**config.mk**
```make
export PLATFORM = sky130hd
export DESIGN_NAME = output_channel_arbiter
export DESIGN_NICKNAME = d
export VERILOG_FILES = /design/src/rtl/noc_pkg.sv /design/src/rtl/rr_arbiter.sv /design/src/rtl/output_channel_arbiter.sv
export SDC_FILE = /design/constraint.sdc
export NUM_CORES = 1
export LEC_CHECK = 0
export BUFFER_PORTS_ARGS = -buffer_cell sky130_fd_sc_hd__buf_2
export CAP_MARGIN = 0
export CORE_ASPECT_RATIO = 0.7
export CORE_MARGIN = 3
export CORE_UTILIZATION = 47
export DETAILED_ROUTE_END_ITERATION = 6
export HOLD_SLACK_MARGIN = 0.15
export PLACE_DENSITY = 0.78
export SLEW_MARGIN = 25
export SYNTH_ARGS = -nofsm -noshare
export SYNTH_HDL_FRONTEND = slang
export SYNTH_HIERARCHICAL = 1
export SYNTH_SLANG_ARGS = --single-unit
```
**constraint.sdc**
```tcl
create_clock -name clk -period 2.6 [get_ports clk]
set_input_delay 0.39 -clock clk [delete_from_list [all_inputs] [get_ports clk]]
set_output_delay 0.39 -clock clk [all_outputs]
set_load 0.005 [all_outputs]
```
**src/rtl/noc_pkg.sv**
```systemverilog
// Shared ring-NoC constants and types.
// Flit width, requester count/indices and the VC bit position.
package noc_pkg;

  localparam int DW   = 64;
  localparam int NREQ = 3;
  localparam int VCB  = 63;

  localparam int REQ_CW  = 0;
  localparam int REQ_CCW = 1;
  localparam int REQ_PE  = 2;

  typedef logic [DW-1:0] flit_t;

endpackage

```
**src/rtl/rr_arbiter.sv**
```systemverilog
// Round-robin arbiter: first eligible index at or after the pointer.
// Produces a one-hot grant plus the encoded winner index.
module rr_arbiter #(
  parameter int NREQ = noc_pkg::NREQ,
  localparam int PW = (NREQ > 1) ? $clog2(NREQ) : 1
) (
  input  logic [NREQ-1:0] i_elig,
  input  logic [PW-1:0]   i_ptr,
  input  logic            i_en,
  output logic [NREQ-1:0] o_gnt,
  output logic [PW-1:0]   o_idx
);

  logic w_found;
  int   w_j;

  always_comb begin
    o_gnt   = '0;
    o_idx   = '0;
    w_found = 1'b0;
    w_j     = 0;
    for (int k = 0; k < NREQ; k++) begin
      w_j = (int'(i_ptr) + k) % NREQ;
      if (i_en && !w_found && i_elig[w_j]) begin
        w_found    = 1'b1;
        o_gnt[w_j] = 1'b1;
        o_idx      = PW'(w_j);
      end
    end
  end

endmodule

```
**src/rtl/output_channel_arbiter.sv**
```systemverilog
// One router output port: fills the internal-phase VC by round-robin
// and drains the external-phase VC onto the send/ready link.
module output_channel_arbiter #(
  parameter int DW   = noc_pkg::DW,
  parameter int NREQ = noc_pkg::NREQ,
  parameter int VCB  = noc_pkg::VCB
) (
  input  logic             clk,
  input  logic             reset,
  input  logic             polarity,
  input  logic [NREQ-1:0]  req,
  input  logic [NREQ*DW-1:0] req_data,
  output logic [NREQ-1:0]  gnt,
  output logic             so,
  input  logic             ro,
  output logic [DW-1:0]    dout
);

  localparam int PW = (NREQ > 1) ? $clog2(NREQ) : 1;

  logic [1:0]             r_valid;
  logic [1:0][DW-1:0]     r_data;
  logic [1:0][PW-1:0]     r_ptr;

  logic [1:0][NREQ-1:0]   w_elig;
  logic [1:0][NREQ-1:0]   w_gnt;
  logic [1:0][PW-1:0]     w_idx;
  logic [1:0]             w_en;
  logic [1:0][DW-1:0]     w_win;

  for (genvar v = 0; v < 2; v++) begin : g_vc
    for (genvar i = 0; i < NREQ; i++) begin : g_req
      assign w_elig[v][i] = req[i] &
        (req_data[i*DW+VCB] == 1'(v));
    end

    // Only the internal-phase VC may fill, and only when empty.
    assign w_en[v] = ~reset & (polarity != 1'(v))
                   & ~r_valid[v];

    rr_arbiter #(.NREQ(NREQ)) u_arb (
      .i_elig (w_elig[v]),
      .i_ptr  (r_ptr[v]),
      .i_en   (w_en[v]),
      .o_gnt  (w_gnt[v]),
      .o_idx  (w_idx[v])
    );
  end

  always_comb begin
    w_win = '0;
    for (int v = 0; v < 2; v++)
      for (int i = 0; i < NREQ; i++)
        if (w_gnt[v][i])
          w_win[v] = req_data[i*DW +: DW];
  end

  assign gnt  = w_gnt[0] | w_gnt[1];
  assign so   = r_valid[polarity] & ro;
  assign dout = so ? r_data[polarity] : '0;

  always_ff @(posedge clk) begin
    if (reset) begin
      r_valid <= '0;
      r_data  <= '0;
      r_ptr   <= '0;
    end else begin
      for (int v = 0; v < 2; v++) begin
        if (|w_gnt[v]) begin
          r_valid[v] <= 1'b1;
          r_data[v]  <= w_win[v];
          r_ptr[v]   <= (w_idx[v] == PW'(NREQ-1)) ?
                        '0 : w_idx[v] + PW'(1);
        end else if (so && polarity == 1'(v)) begin
          r_valid[v] <= 1'b0;
        end
      end
    end
  end

endmodule

```
==> impl_results.md <==
- Setup WS pre-CTS: -352 ps
- Synth cell types: 45
- Synth Area in Compound Gates: 0.414
- CTS HTree Levels: 4
- Initial core utilization: 0.492
- RSZ-0062 raised after global routing: true
- Outcome: complete, but fails checks
- Number of synthesized flops with an enable pin: 0
- Post-route ant nets: 0
- Die extent in x: 164 um
- Arr. time, crit path: 3140 ps
- Hold Path Origin: reset
- Worst Path Buf+Inv: 5
- Worst-path cell chain: buf_6, ha_4, mux2i_4, o21ai_1, nand4bb_1, o311ai_4, buf_4, buf_6, nand2b_4, buf_12, buf_8, o22ai_1, a2111oi_2
- # nets final: 1464
- Row count: 39
- Crit path time final: 2850 ps
- CP peak stage delay: 460 ps
- All-layer global routing usage: 0.287
- Skew final: 12.2 ps
- Worst-skew pair later-pin latency: 430 ps
- Met1 GRT Util: 0.362
- CTS tree: yes
- Asr flop ratio synth: 0
- Dominant combinational cell family by area after synthesis: compound AO/OA/AOI/OAI gates
- CORE AREA: 16700 um^2
- CTS Buffer Depth: 2
- Post-Synth XOR/XNOR Area: 0
- Syn avg cell area: 8.89 um^2
- Inst Count DP: 1376
- Slew Limit Fails: 0
- Req. time, crit path: 2890 ps
- Die area: 19200 um^2
- CP dominant cell by count: buf_6
- Ys Warns: 6
- Reg-to-Reg Start: r_ptr[0]
- Clock root buffer: clkbuf_16
- Share of layout cells above drive strength 1: 0.658
- Hold-fix buffer count after cts: 0
- Critical path's slowest cell: a2111oi_2
- Predominant post-synthesis flop cell: dfxtp_1
- Vias in the first global route: 8515
- Initial antenna violation count: 2
- Cells after Synth: 926
- Leak pwr: 0.00537 uW
- Reg-to-reg critical path endpoint: r_data[28]
- R2R cell count: 13
- R2R setup slack: -250 ps
- Final WS setup: -249 ps
- Maxcap violations: 0
- CTS buffer count: 17
- CTS clk-pin slew, worst paths: 60 ps
- Layout filler cell count: 746
- Largest net degree at the start of global routing: 134
- Hpwl dp: 18600 um
- Yosys reg bits: 134
- Residual DRC: 0
- Mux contribution to synthesized area: 0.00881
- Hold Path Sink: r_valid[1]
- PortBufs: 266
- Drt total wl: 41300 um
- Io pins: 267
- Synth Cell Area: 8240 um^2
- Fin. Hold Viols: 0
- Cell Pwr Density: 528 nW/um^2
- CTS Sinks: 134
- Total number of vias: 10300
- Crit path capture type: flip-flop
- Peak Freq: 351 MHz
- GPL Wtd Cong: 0.873
- Finished Layout Cells: 1496
- Global routing met3 resource utilization: 0.0638
- Total congestion overflow: 0
- Commonest non-fill, non-tap cell in the layout: buf_2
- Violated checks: negative setup slack
- Critical path peak fanout: 5
- Area delta synth->final: 77.4%
- Sequential-to-total area share from yosys stat: 0.326
- DIE HEIGHT: 117 um
- HP Class: input pin to flip-flop
- First-pass GRT wire length: 43700 um
- Final number of setup-violating endpoints: 119
- Via/cell ratio: 6.89
- GR Util met2: 0.479
- Syn_nets: 1133
- CP Class: flip-flop to flip-flop
- Adder-Cell Fraction of Synth Area: 0.0122
- Worst vdd ir: 0.000393 V
- Drt pass-1 iters: 5
- Simple-Gate Fraction of Synth Area: 0.168
- 1st-iter DRT viols: 1318
- Startpoint Class: flip-flop
- Part of the cycle the worst path needs: 1.10
- CP delay by family, top: compound AO/OA/AOI/OAI gates
- GRT Max-Usage Layer: met2
- Relative slew slack: 0.221
- Routed WL per cell: 27.6 um
- Tightest Pin Transition: 1170 ps
- Hold Path Stages: 2
- Most frequent cells in the layout: buf_2, nor2_1, dfxtp_1
==> state kept, by name (all words and copies together), names as in the netlist <==
signal and flops:
r_data 128, r_ptr 4, r_valid 2
==> cell type report <==
class	instances	area, um^2	area share
timing repair buffer	412	3530	0.242
inverter	10	67.6	0.00463
tap	225	282	0.0193
clock buffer	20	467	0.0319
multi-input combinational	682	7390	0.506
clock inverter	12	174	0.0119
antenna	1	2.50	0.000171
sequential	134	2700	0.184
==> logic make-up after synthesis <==
family,count (synthesis)
AOI/OAI and AO/OA,352
adders and majority gates,8
buffers and inverters,110
DFF,134
muxes,7
and+or+nand+nor,315
==> repair_timing <==
item	in CTS	in global routing
endpoints found under the setup margin	135	132
buffers inserted	7	45
gates resized for setup	57	425
endpoints found under the hold margin	0	0
pin swaps	15	145
gates cloned	0	35
==> stage by stage <==
step	setup TNS, ps	util	power [uW]	cell area (um^2)	hold WS (ps)
after floorplan	0	-	3370	8250	465
after global placement	-5600	0.602	3830	10100	489
after detailed placement	-19240	0.602	3870	10100	496
after CTS	-709	0.657	6560	11000	154
after global routing	-18610	0.873	7930	14600	164
final	-11180	0.873	7720	14600	167
==> routing by layer <==
layer  part of all wire  wire length, um  vias up
li1                   -                -     4260
met1               0.37            15400     4941
met2               0.46            19100      891
met3               0.12             4850      205
met4              0.047             1950        4
met5            0.00068               28        -
==> power breakdown <==
part / leakage (uW) / total (uW) / internal, uW / switching, uW
registers: 0.00110 / 2510 / 2290 / 224
logic: 0.00395 / 2520 / 1230 / 1290
clock network: 0.000316 / 2680 / 1680 / 999
==> worst max path at each step <==
stage                        start     endpoint  slack, ps  cells past startpoint
after global placement      req[1]   r_data[12]       -130                     11
after global routing      r_ptr[0]   r_data[28]       -320                     14
after detailed placement  r_ptr[3]   r_data[65]       -350                      9
final                     r_ptr[0]   r_data[28]       -250                     13
after floorplan              reset  r_data[100]          4                     12
after CTS                 r_ptr[0]       gnt[0]        -80                      9
==> Yosys cell counts, types with 4 or more instances <==
master | instances | area, um^2
dfxtp_1 | 134 | 2680
a2111oi_0 | 4 | 35.0
mux2i_1 | 5 | 50.1
a21oi_1 | 4 | 20.0
nand2_1 | 15 | 56.3
nand2b_1 | 7 | 43.8
a2111oi_1 | 14 | 140
inv_1 | 8 | 30.0
a22o_1 | 64 | 561
buf_4 | 9 | 67.6
o21ai_0 | 8 | 40.0
buf_2 | 38 | 190
clkbuf_1 | 38 | 143
nor2b_1 | 7 | 43.8
and2_1 | 5 | 31.3
nor2_2 | 30 | 188
o22ai_1 | 127 | 795
a21boi_1 | 4 | 30.0
ha_1 | 8 | 100
a2111oi_2 | 109 | 1640
nor2_1 | 231 | 867
buf_6 | 13 | 146
==> worst reg2reg max path, cell delays in order, from the launching register on <==
cell and delay, ps:
dfxtp_2 330, buf_6 120, ha_4 180, mux2i_4 200
o21ai_1 270, nand4bb_1 240, o311ai_4 140, buf_4 170
buf_6 110, nand2b_4 120, buf_12 130, buf_8 130
o22ai_1 120, a2111oi_2 460
No activity file was read; power rests on OpenSTA's default activity.
